$ cat config.mk
export PLATFORM = sky130hd
export DESIGN_NAME = rram_host_dispatcher
export DESIGN_NICKNAME = d
export VERILOG_FILES = /design/src/rtl/rram_host_dispatcher.sv
export SDC_FILE = /design/constraint.sdc
export NUM_CORES = 1
export LEC_CHECK = 0
export BUFFER_PORTS_ARGS = -buffer_cell sky130_fd_sc_hd__buf_2
export CORE_AREA = 2 2 126 128
export DETAILED_ROUTE_END_ITERATION = 6
export DIE_AREA = 0 0 128 130
export GPL_TIMING_DRIVEN = 0
export MAX_ROUTING_LAYER = met4
export PLACE_DENSITY = 0.67
export SLEW_MARGIN = 20
export SYNTH_ARGS = -nofsm -noshare
export SYNTH_HDL_FRONTEND = slang
export SYNTH_SLANG_ARGS = --single-unit
$ cat constraint.sdc
create_clock -name CLK -period 3.53 [get_ports CLK]
set_clock_uncertainty 0.15 [all_clocks]
set_input_delay 0 -clock CLK [delete_from_list [all_inputs] [get_ports CLK]]
set_output_delay 0 -clock CLK [all_outputs]
set_load 0.01 [all_outputs]
$ cat src/rtl/rram_host_dispatcher.sv
// Host-side command dispatcher for an RRAM compute tile: forwards one instruction and a burst
// of input words into the tile FIFOs, then streams result words back through a one-slot buffer.
module rram_host_dispatcher #(
    parameter int unsigned INSTR_WIDTH   = 4,
    parameter int unsigned OPCODE_WIDTH  = 16,
    parameter int unsigned DATAIN_WIDTH  = 64,
    parameter int unsigned DATAOUT_WIDTH = 64,
    parameter int unsigned MAX_BURST     = 16
) (
    input  logic                                CLK,
    input  logic                                reset,

    input  logic                                cmd_valid,
    output logic                                cmd_ready,
    input  logic [INSTR_WIDTH+OPCODE_WIDTH-1:0] cmd_instr,
    input  logic [4:0]                          cmd_nin,
    input  logic [4:0]                          cmd_nout,

    input  logic                                hdin_valid,
    output logic                                hdin_ready,
    input  logic [DATAIN_WIDTH-1:0]             hdin_data,

    output logic                                res_valid,
    input  logic                                res_ready,
    output logic [DATAOUT_WIDTH-1:0]            res_data,
    output logic                                res_last,

    output logic                                push_n_instFIFO,
    input  logic                                full_instFIFO,
    output logic [INSTR_WIDTH+OPCODE_WIDTH-1:0] din_instFIFO,

    output logic                                push_n_iFIFO,
    input  logic                                full_iFIFO,
    output logic [DATAIN_WIDTH-1:0]             din_iFIFO,

    output logic                                pop_n_oFIFO,
    input  logic                                empty_oFIFO,
    input  logic [DATAOUT_WIDTH-1:0]            dout_oFIFO,

    output logic                                busy,
    output logic                                done
);

    localparam int unsigned IW       = INSTR_WIDTH + OPCODE_WIDTH;
    localparam logic [4:0]  MaxBurst = 5'(MAX_BURST);

    typedef enum logic [1:0] {
        StIdle,
        StInstr,
        StData,
        StResult
    } state_e;

    state_e                   state_q, state_d;
    logic [IW-1:0]            instr_q, instr_d;
    logic [4:0]               nin_q, nin_d;
    logic [4:0]               nout_q, nout_d;
    logic [4:0]               in_cnt_q, in_cnt_d;
    logic [4:0]               pop_cnt_q, pop_cnt_d;
    logic                     res_valid_q, res_valid_d;
    logic                     res_last_q, res_last_d;
    logic [DATAOUT_WIDTH-1:0] res_data_q, res_data_d;
    logic                     done_q, done_d;

    logic [4:0] in_cnt_inc;
    logic [4:0] pop_cnt_inc;
    logic       res_take;
    logic       pop_ok;

    assign in_cnt_inc  = in_cnt_q + 5'd1;
    assign pop_cnt_inc = pop_cnt_q + 5'd1;
    assign res_take    = res_valid_q & res_ready;
    // The slot may be refilled in the same cycle its current word is taken.
    assign pop_ok      = ~empty_oFIFO & (pop_cnt_q < nout_q) & (~res_valid_q | res_ready);

    always_comb begin
        state_d         = state_q;
        instr_d         = instr_q;
        nin_d           = nin_q;
        nout_d          = nout_q;
        in_cnt_d        = in_cnt_q;
        pop_cnt_d       = pop_cnt_q;
        res_valid_d     = res_valid_q;
        res_last_d      = res_last_q;
        res_data_d      = res_data_q;
        done_d          = 1'b0;
        cmd_ready       = 1'b0;
        hdin_ready      = 1'b0;
        push_n_instFIFO = 1'b1;
        push_n_iFIFO    = 1'b1;
        pop_n_oFIFO     = 1'b1;
        din_instFIFO    = instr_q;
        din_iFIFO       = hdin_data;

        unique case (state_q)
            StIdle: begin
                cmd_ready = 1'b1;
                if (cmd_valid) begin
                    instr_d   = cmd_instr;
                    nin_d     = (cmd_nin > MaxBurst) ? MaxBurst : cmd_nin;
                    nout_d    = (cmd_nout > MaxBurst) ? MaxBurst : cmd_nout;
                    in_cnt_d  = 5'd0;
                    pop_cnt_d = 5'd0;
                    state_d   = StInstr;
                end
            end

            StInstr: begin
                push_n_instFIFO = full_instFIFO;
                if (!full_instFIFO) begin
                    if (nin_q != 5'd0) begin
                        state_d = StData;
                    end else if (nout_q != 5'd0) begin
                        state_d = StResult;
                    end else begin
                        state_d = StIdle;
                        done_d  = 1'b1;
                    end
                end
            end

            StData: begin
                hdin_ready = ~full_iFIFO;
                if (hdin_valid && !full_iFIFO) begin
                    push_n_iFIFO = 1'b0;
                    in_cnt_d     = in_cnt_inc;
                    if (in_cnt_inc == nin_q) begin
                        if (nout_q != 5'd0) begin
                            state_d = StResult;
                        end else begin
                            state_d = StIdle;
                            done_d  = 1'b1;
                        end
                    end
                end
            end

            StResult: begin
                if (pop_ok) begin
                    pop_n_oFIFO = 1'b0;
                    pop_cnt_d   = pop_cnt_inc;
                    res_data_d  = dout_oFIFO;
                    res_valid_d = 1'b1;
                    res_last_d  = (pop_cnt_inc == nout_q);
                end else if (res_take) begin
                    res_valid_d = 1'b0;
                    res_last_d  = 1'b0;
                end
                // pop_ok is impossible once the last word sits in the slot.
                if (res_take && res_last_q) begin
                    state_d = StIdle;
                    done_d  = 1'b1;
                end
            end

            default: begin
                state_d = StIdle;
            end
        endcase
    end

    always_ff @(posedge CLK or negedge reset) begin
        if (!reset) begin
            state_q     <= StIdle;
            instr_q     <= '0;
            nin_q       <= 5'd0;
            nout_q      <= 5'd0;
            in_cnt_q    <= 5'd0;
            pop_cnt_q   <= 5'd0;
            res_valid_q <= 1'b0;
            res_last_q  <= 1'b0;
            res_data_q  <= '0;
            done_q      <= 1'b0;
        end else begin
            state_q     <= state_d;
            instr_q     <= instr_d;
            nin_q       <= nin_d;
            nout_q      <= nout_d;
            in_cnt_q    <= in_cnt_d;
            pop_cnt_q   <= pop_cnt_d;
            res_valid_q <= res_valid_d;
            res_last_q  <= res_last_d;
            res_data_q  <= res_data_d;
            done_q      <= done_d;
        end
    end

    assign res_valid = res_valid_q;
    assign res_last  = res_last_q;
    assign res_data  = res_data_q;
    assign done      = done_q;
    assign busy      = (state_q != StIdle);

endmodule
==> impl_metrics.json, run 1 <==
{
  "wl_um": 15300,
  "clk_pin_slew_worst_paths_ns": 0.07,
  "r2r-start": "nout_q[1]",
  "worstSkewPairLatency_ns": 0.35,
  "multi_input_area_mm2": 0.00178,
  "p_switching_mw": 2.19,
  "grt.total_usage": 0.185,
  "ys_seq_area_frac": 0.532,
  "grt_max_degree": 69,
  "dr.first_iter.drc_count": 122,
  "setup_violations": 0,
  "grt_first_pass_wirelength_um": 23400,
  "share_clk_of_total_power": 0.185,
  "cts_tree": "yes",
  "stdcell_count": 1119,
  "cts_max_level": 3,
  "clockBufferDepth": 2,
  "arrival_ns": 2.42,
  "regArea_mm2": 0.00273,
  "drive_gt1_frac": 0.410,
  "p_leak_nw": 4.36,
  "dieArea_mm2": 0.0166,
  "synthCells": 545,
  "layout.nets": 1095,
  "fillers": 1386,
  "syn_area_mm2": 0.00513,
  "p_sw_frac": 0.385,
  "cp-startpoint": "nout_q[1]",
  "layout_min_cycle_time_ns": 2.57,
  "firstDrtPassIters": 4,
  "timing.fmax_ghz": 0.390,
  "coreArea_mm2": 0.0154,
  "drc": 0,
  "power_frac_seq": 0.380,
  "power.total_mw": 5.69,
  "finalHoldWorstSlack_ns": 0.0330,
  "endpoint_kind": "output pin",
  "yosys_warnings": 0,
  "synthFlopType": "dfrtp_1",
  "dr_total_vias": 4927,
  "critPathRequiredTime_ns": 3.38,
  "grt_pass1_vias": 4823,
  "fin_util": 0.523,
  "cts_root_buffer": "clkbuf_16",
  "antenna_found_initial": 0,
  "cts_sinks": 109,
  "ant_nets": 0,
  "startpoint_type": "flip-flop",
  "finalSetupTns_ns": 0,
  "finalWorstSetupSlack_ns": 0.963,
  "hold_violations": 0,
  "ys_seq_elements": 109,
  "min_path_type": "primary input to output pin",
  "vias_per_cell": 4.40,
  "critical_path_class": "flip-flop to output pin",
  "crit_fanout": 10,
  "rows": 46,
  "outcome": "finished, final reports clean",
  "worstMarginPinSlew_ns": 0.706,
  "ioPinCount": 323,
  "gp_congestion": 0.792,
  "numPortBuffers": 258,
  "max-vdd-ir-drop_uv": 395,
  "dp.cells": 996,
  "dp_slack_ns": 1.02,
  "relSlewSlack": 0.529,
  "power_density_mw_per_mm2": 706,
  "syn_to_final_growth_pct": 57.3,
  "postCtsSetupBuffers": 0,
  "worstHoldStart": "hdin_data[2]",
  "die_h_um": 130,
  "cts_buffers": 9,
  "final_area_mm2": 0.00806,
  "cts-resized-gates": 0,
  "floorplan.initialDensity": 0.332,
  "synth-edff-count": 0,
  "grt.overflow.total": 0,
  "dp_hpwl_um": 10800,
  "final_cell_mix": "buf_2 (272), nand2_1 (212), dfrtp_1 (109)",
  "syn_avg_cell_area_um2": 9.41,
  "placed_cell_area_mm2": 0.00668,
  "synth_nets": 718,
  "final_common_cell": "buf_2",
  "detail_route.wl_per_cell_um": 13.7,
  "diodes": 0,
  "grt_setup_unrepaired": "no",
  "maxSlewViolCount": 0,
  "post-route-period-util": 0.727,
  "die_w_um": 128,
  "comb_power_share": 0.435,
  "max-cap-violations": 0,
  "synth_cell_type_count": 39,
  "internal_power_mw": 3.50,
  "synthArstFlopShare": 1.00
}
-- power groups by stage --
stage,Sequential [mW],Clock [mW],Combinational [mW]
6_report,2.16,1.05,2.48
5_1_grt,2.24,1.15,2.78
4_1_cts,2.16,1.09,2.50
3_5_place_dp,2.18,0,2.40
3_3_place_gp,2.16,0,2.36
2_1_floorplan,2.38,0,1.22
-- worst paths after layout --
kind	to	slack, ns	depth (start not counted)
min reg2reg	res_data[3]	0.32	2
min	din_iFIFO[2]	0.03	2
max reg2reg	pop_cnt_q[4]	1.08	10
max	pop_n_oFIFO	0.96	10
max in group asynchronous	res_data[38]	2.50	3
min in group asynchronous	din_instFIFO[3]	0.08	2
-- metal layers --
layer / up-vias / global-route usage / wire [um]
met3: 29 / 0.0365 / 957
met1: 2272 / 0.215 / 6280
met5: - / - / 0
met4: 0 / 0.0769 / 397
li1: 2426 / - / -
met2: 200 / 0.316 / 7700
-- sequential cells by signal, indices dropped and copies added, names as in the netlist --
signal / cells
res_data: 64
din_instFIFO: 20
in_cnt_q: 5
nin_q: 5
nout_q: 5
pop_cnt_q: 5
state_q: 2
done: 1
res_last: 1
res_valid: 1
-- Yosys cell counts, types with 4 or more instances --
library cell | n | area share
nand2_1 | 212 | 0.16
dfrtp_1 | 109 | 0.53
buf_4 | 64 | 0.094
mux2_2 | 22 | 0.048
o21ai_0 | 20 | 0.020
buf_2 | 15 | 0.015
inv_1 | 11 | 0.0081
nand2b_1 | 10 | 0.012
nand3_1 | 10 | 0.0098
nor2_1 | 9 | 0.0066
xnor2_1 | 8 | 0.014
clkbuf_1 | 7 | 0.0051
ha_1 | 7 | 0.017
xor2_1 | 5 | 0.0085
a21oi_1 | 4 | 0.0039
-- critical path, stage by stage, from the launching register on --
cell	delay [ns]
dfrtp_1	0.41
inv_1	0.06
ha_1	0.26
nor2b_1	0.12
o21a_1	0.12
o211ai_1	0.09
and2_1	0.15
buf_2	0.14
inv_1	0.07
clkbuf_1	0.42
buf_2	0.23
-- repair_timing --
item                                    in CTS  in global routing
endpoints found under the setup margin       0                  0
hold buffers                               107                  0
hold endpoints to repair                   200                  0
-- final cells by class --
| class | instances | area share |
|---|---|---|
| Sequential cell | 109 | 0.338 |
| Timing Repair Buffer | 366 | 0.296 |
| Multi-Input combinational cell | 339 | 0.220 |
| Buffer | 86 | 0.0721 |
| Tap cell | 192 | 0.0298 |
| Clock buffer | 10 | 0.0296 |
| Clock inverter | 6 | 0.00869 |
| Inverter | 11 | 0.00512 |
-- cell families after synthesis --
logic type,after synthesis,share of synthesized area
XOR/XNOR,14,0.0254
flip-flops,109,0.532
multiplexers,24,0.0522
AND/OR/NAND/NOR,251,0.198
buffers and inverters,97,0.122
AO/OA/AOI/OAI,43,0.0539
adder cells (fa/ha/maj),7,0.0171
(Power assumes the default switching activity.)
==> run 2: changes to the inputs <==
ABC_AREA = 1   (was default)
CORE_AREA = 2 2 127 129   (was 2 2 126 128)
DIE_AREA = 0 0 129 131   (was 0 0 128 130)
PLACE_DENSITY = 0.69   (was 0.67)
clock period = 2.2 ns   (was 3.53 ns; I/O delays follow)
==> run 2 against run 1 <==
  * Critical path depth unchanged
  * Power rose by 52%
  * Critical path type unchanged
  * Non-clock buffer count increased by 10
  * Worst setup slack worse by 0.89 ns
  * Largest cell class unchanged
  * Register-to-register slack worse by 0.98 ns
  * Area after synthesis is 2.5% higher
  * Sequential share of layout area decreased by 1.4 points
  * Cell area rose by 4.5%
  * Critical endpoint unchanged
  * Synthesized cell count is 15% higher
  * Utilization rose by 1.7 points
  * Via count up 7.9%
==> impl_metrics.json, run 2 <==
{
  "cpPeakStageDelay_ns": 0.42,
  "drive_gt1_frac": 0.386,
  "floorplan.initialDensity": 0.337,
  "crit_fanout": 7,
  "firstDrtPassIters": 5,
  "placed_cell_area_mm2": 0.00685,
  "r2r_end": "res_data[48]",
  "yosysTopAreaCell": "dfrtp_1",
  "share_clk_of_total_power": 0.196,
  "dp_hpwl_um": 10700,
  "maxSlewViolCount": 0,
  "grt_max_degree": 57,
  "synthTopCellsByCount": "nand2_1 (174), dfrtp_1 (109), inv_1 (92), buf_4 (64), o21ai_1 (62)",
  "power_frac_seq": 0.385,
  "die_w_um": 129,
  "wl_um": 15900,
  "relSlewSlack": 0.653,
  "startpoint_type": "flip-flop",
  "setup_violations": 0,
  "cts_buffers": 9,
  "cts_root_buffer": "clkbuf_16",
  "critPathRequiredTime_ns": 2.05,
  "dieArea_mm2": 0.0169,
  "vias_per_cell": 4.30,
  "layout.nets": 1186,
  "numPortBuffers": 258,
  "drc": 0,
  "min_path_type": "primary input to async pin",
  "largest_reg_flops": 64,
  "path_delay_family": "flip-flops",
  "p_sw_frac": 0.380,
  "cp_common_cell": "buf_8",
  "r2r-start": "pop_cnt_q[2]",
  "critical_path_class": "flip-flop to output pin",
  "worstMarginPinSlew_ns": 0.521,
  "coreArea_mm2": 0.0156,
  "fillers": 1413,
  "antenna_found_initial": 1,
  "grt.total_usage": 0.184,
  "grt_setup_unrepaired": "yes",
  "hold_violations": 0,
  "cts_tree": "yes",
  "worstSkewPairLatency_ns": 0.35,
  "layout_min_cycle_time_ns": 2.13,
  "synthTopCellsByArea": "dfrtp_1 (52%), nand2_1 (12%), buf_4 (9.1%), inv_1 (6.6%), o21ai_1 (5.9%)",
  "rows": 46,
  "r2r_slack_ns": 0.10,
  "p_switching_mw": 3.29,
  "outcome": "finished, final reports clean",
  "synthArstFlopShare": 1.00,
  "synthCells": 625,
  "endpoint_kind": "output pin",
  "max-vdd-ir-drop_uv": 485,
  "ioPinCount": 323,
  "path_cells": "ha_4 > nand2_2 > inv_2 > o21bai_1 > nand2_1 > nor2_2 > nand4_4 > buf_8 > buf_8 > buf_6",
  "dr_total_vias": 5315,
  "grt.overflow.total": 0,
  "die_h_um": 131,
  "p_leak_nw": 4.73,
  "arrival_ns": 1.98,
  "comb_power_share": 0.419,
  "final_area_mm2": 0.00842,
  "ant_nets": 0,
  "cts_max_level": 3,
  "final_common_cell": "buf_2",
  "path_buf_inv": 4,
  "timing.fmax_ghz": 0.469,
  "synth-edff-count": 0,
  "gp_congestion": 0.822,
  "finalSetupTns_ns": 0,
  "synth_cell_type_count": 28,
  "power_density_mw_per_mm2": 1030,
  "yosys_warnings": 0,
  "syn_to_final_growth_pct": 60.2,
  "grt_pass1_vias": 5018,
  "clk_pin_slew_worst_paths_ns": 0.07,
  "synth_top_area_frac": 0.519,
  "ys_seq_elements": 109,
  "detail_route.wl_per_cell_um": 12.8,
  "dp_slack_ns": -0.137,
  "grt_first_pass_wirelength_um": 23800,
  "cp_slowest_cell": "dfrtp_1",
  "ys_seq_area_frac": 0.519,
  "synth_most_common_cell": "nand2_1",
  "post-route-period-util": 0.969,
  "dr.first_iter.drc_count": 251,
  "clockBufferDepth": 2,
  "max-cap-violations": 0,
  "syn_avg_cell_area_um2": 8.41,
  "synthFlopType": "dfrtp_1",
  "synth_nets": 798,
  "cts_sinks": 109,
  "internal_power_mw": 5.36,
  "final_cell_mix": "buf_2 (260), nand2_1 (170), dfrtp_1 (109)",
  "syn_area_mm2": 0.00526,
  "finalWorstSetupSlack_ns": 0.0691,
  "reg2reg_depth": 12
}
run 2: cell types whose count changed in the layout (fill, tap and decap cells not counted), sizes merged, moves of 6 or more:
| cell | previous run | this run |
|---|---|---|
| inv | 13 | 97 |
| nand3 | 11 | 28 |
| mux2 | 22 | 0 |
| xnor2 | 8 | 2 |
| o21ai | 20 | 77 |
| buf | 338 | 352 |
| nand2 | 212 | 174 |
| nor2 | 9 | 20 |
| nand2b | 10 | 0 |
| nand4 | 0 | 8 |
run 2: layout make-up:
class,count,area [um2],area share
repair buffers,377,2480,0.294
flip-flops and latches,109,2730,0.324
inverters,96,360,0.0428
clock inverters,6,70.1,0.00832
well taps,216,270,0.0321
clock buffers,10,239,0.0284
multi-input cells,335,1620,0.193
diodes,1,2.50,0.000297
plain buffers,85,654,0.0777
run 2: how the worst max path moves through the flow:
stage / from / slack, ns / cells past startpoint / end
after CTS: nout_q[2] / -0.004 / 11 / pop_n_oFIFO
after floorplan: pop_cnt_q[2] / 0.34 / 11 / res_data[10]
after global routing: pop_cnt_q[2] / -0.03 / 10 / pop_n_oFIFO
final: pop_cnt_q[2] / 0.07 / 10 / pop_n_oFIFO
after detailed placement: nout_q[2] / -0.14 / 12 / res_data[54]
after global placement: reset / -0.33 / 1 / res_data[32]
run 2: worst reg2reg max path, delay by kind of cell, from the launching register on:
family | cells | cell delay, ns
buf+inv | 4 | 0.50
flops | 1 | 0.42
simple gates | 5 | 0.47
compound gates | 2 | 0.19
fa+ha+maj | 1 | 0.26
run 2: power groups by stage:
stage | sequential [mW] | combinational [mW] | clock [mW]
2_1_floorplan | 3.65 | 1.55 | 0
3_3_place_gp | 3.32 | 3.19 | 0
3_5_place_dp | 3.32 | 3.27 | 0
4_1_cts | 3.30 | 3.54 | 1.74
5_1_grt | 3.41 | 4.03 | 1.82
6_report | 3.33 | 3.63 | 1.69
run 2: repair_timing:
| action | 4_1_cts | 5_1_grt |
|---|---|---|
| pin swaps | 3 | 4 |
| hold buffers | 104 | 0 |
| endpoints found under the hold margin | 212 | 0 |
| endpoints found under the setup margin | 71 | 73 |
| gates resized for setup | 12 | 27 |
| setup buffers | 10 | 4 |
run 2: metal layers:
| metal | GRT usage | vias to the layer above | part of all wire |
|---|---|---|---|
| li1 | - | 2641 | - |
| met1 | 0.218 | 2464 | 0.42 |
| met2 | 0.311 | 188 | 0.52 |
| met3 | 0.0448 | 22 | 0.049 |
| met4 | 0.0563 | 0 | 0.018 |
| met5 | - | - | 0 |
run 2: cells by family after synthesis:
kind of cell,after synthesis,share of synthesized area
fa+ha+maj,7,0.0167
compound gates,89,0.0883
xor+xnor,5,0.00833
buf+inv,181,0.185
flops,109,0.519
simple gates,234,0.183
run 2: per-stage QoR:
step	hold slack (ns)	cells	total power, mW	utilization
final	0.0265	1235	8.65	0.540
after global placement	0.0340	1099	6.51	0.437
after detailed placement	-0.165	1100	6.60	0.439
after global routing	0.0365	1235	9.27	0.540
after CTS	0.0244	1230	8.58	0.534
after floorplan	-0.446	625	5.20	-
==> run 3: changes to the inputs <==
==> constraint.sdc (replaced) <==
create_clock -name CLK -period 2.2 [get_ports CLK]
set_clock_uncertainty 0.15 [all_clocks]
set_input_delay 0.44 -clock CLK [delete_from_list [all_inputs] [get_ports CLK]]
set_output_delay 0.44 -clock CLK [all_outputs]
set_load 0.01 [all_outputs]
==> run 3 against run 2 <==
  * Worst setup slack worse by 0.43 ns
  * Cell count decreased by 8.2%
  * The run now ends with setup timing left
  * Via count fell by 9.1%
  * Flip-flop and latch count unchanged
  * Sequential power is essentially flat
==> impl_metrics.json, run 3 (synthesized netlist as in run 2, its figures left out) <==
{
  "cp-startpoint": "pop_cnt_q[2]",
  "cts_root_buffer": "clkbuf_16",
  "critPathRequiredTime_ns": 1.61,
  "r2r-start": "pop_cnt_q[2]",
  "regArea_mm2": 0.00273,
  "dieArea_mm2": 0.0169,
  "grt.total_usage": 0.169,
  "post-route-period-util": 1.16,
  "dp.cells": 1100,
  "outcome": "finished, violations left",
  "worstHoldStart": "cmd_instr[11]",
  "endpoint_kind": "output pin",
  "max-vdd-ir-drop_uv": 495,
  "wl_um": 14400,
  "vias_per_cell": 4.26,
  "grt.overflow.total": 0,
  "relSlewSlack": 0.652,
  "final_cell_mix": "buf_2 (260), nand2_1 (169), dfrtp_1 (109)",
  "multi_input_area_mm2": 0.00168,
  "violations": "setup timing",
  "ant_nets": 0,
  "firstDrtPassIters": 4,
  "hold_violations": 0,
  "dp_hpwl_um": 10700,
  "power.total_mw": 8.62,
  "finalHoldWorstSlack_ns": 0.132,
  "drive_gt1_frac": 0.447,
  "max-cap-violations": 0,
  "fillers": 1543,
  "rows": 46,
  "antenna_found_initial": 1,
  "finalWorstSetupSlack_ns": -0.360,
  "cts_sinks": 109,
  "setup_violations": 39,
  "arrival_ns": 1.97,
  "dr.first_iter.drc_count": 225,
  "cts_tree": "yes",
  "worstMarginPinSlew_ns": 0.522,
  "detail_route.wl_per_cell_um": 12.7,
  "maxSlewViolCount": 0,
  "drc": 0,
  "layout_min_cycle_time_ns": 2.56,
  "numPortBuffers": 258,
  "grt_max_degree": 57,
  "grt_setup_unrepaired": "yes",
  "stdcell_count": 1134,
  "die_w_um": 129,
  "crit_fanout": 2,
  "grt_first_pass_wirelength_um": 21800,
  "worstSkewPairLatency_ns": 0.35,
  "startpoint_type": "flip-flop",
  "layout.nets": 1085,
  "die_h_um": 131,
  "min_path_type": "primary input to flip-flop",
  "coreArea_mm2": 0.0156,
  "grt_pass1_vias": 4437,
  "power_density_mw_per_mm2": 1140,
  "r2r_slack_ns": -0.12,
  "cts_buffers": 9,
  "gp_congestion": 0.822,
  "timing.fmax_ghz": 0.391,
  "ioPinCount": 323,
  "critical_path_class": "flip-flop to output pin",
  "syn_to_final_growth_pct": 44.3,
  "finalSetupTns_ns": -1.19,
  "dr_total_vias": 4829,
  "fin_util": 0.486,
  "p_leak_nw": 4.41,
  "final_common_cell": "buf_2",
  "clockBufferDepth": 2,
  "largest_reg_flops": 64,
  "cts_max_level": 3,
  "floorplan.initialDensity": 0.337,
  "clk_pin_slew_worst_paths_ns": 0.08
}
==> run 3: cell types whose count changed in the layout (fill, tap and decap cells not counted), sizes merged <==
| cell | before | now |
|---|---|---|
| dlygate4sd3 | 104 | 1 |
| buf | 352 | 354 |
| clkbuf | 16 | 15 |
| bufbuf | 0 | 1 |
==> run 3: through the flow <==
stage          worst slack [ns]  area (um2)
4_1_cts                  -0.410        7480
6_report                 -0.360        7590
2_1_floorplan             0.157        5260
3_3_place_gp             -0.768        6820
3_5_place_dp             -0.375        6850
5_1_grt                  -0.442        7590
==> run 3: area by class of cell <==
type	instances	share of cell area
clock inverters	6	0.00924
flip-flops and latches	109	0.360
well taps	216	0.0356
multi-input cells	335	0.221
repair buffers	276	0.203
plain buffers	85	0.0924
clock buffers	10	0.0315
inverters	96	0.0475
diodes	1	0.000330
==> run 3: timing repair <==
| item | in CTS | in global routing |
|---|---|---|
| hold endpoints to repair | 53 | 0 |
| gates resized for setup | 42 | 32 |
| setup endpoints to repair | 71 | 70 |
| pin swaps | 3 | 6 |
| setup buffers | 11 | 2 |
| gates cloned | 2 | 1 |
| hold buffers | 1 | 0 |
==> run 3: worst max-delay path: stages (launching register included) <==
cell	delay, ns
dfrtp_1	0.43
ha_4	0.26
nand2_2	0.06
inv_2	0.03
o21bai_1	0.12
nand2_1	0.08
nor2_2	0.14
nand4_4	0.12
buf_8	0.15
buf_8	0.11
buf_6	0.11
==> run 3: layer usage <==
layer	track usage	up-vias	wire [um]	share of wire
met3	0.0395	17	714	0.050
li1	-	2448	-	-
met1	0.216	2193	6340	0.44
met4	0.0448	0	213	0.015
met5	-	-	0	0
met2	0.273	171	7090	0.49
==> run 3: final timing paths <==
check | to | cells after the start
setup / recovery | pop_n_oFIFO | 10
hold / removal | din_instFIFO[11] | 3
setup reg to reg | res_data[13] | 13
hold reg to reg | din_instFIFO[10] | 2
max in group asynchronous | res_data[25] | 3
min in group asynchronous | in_cnt_q[1] | 2
==> run 3: where the power goes <==
part	leakage [nW]	switching (mW)	total [mW]	internal [mW]
combinational	2.88	2.01	3.62	1.60
sequential	1.38	0.488	3.32	2.83
clock	0.141	0.764	1.68	0.921
total	4.41	3.27	8.62	5.35
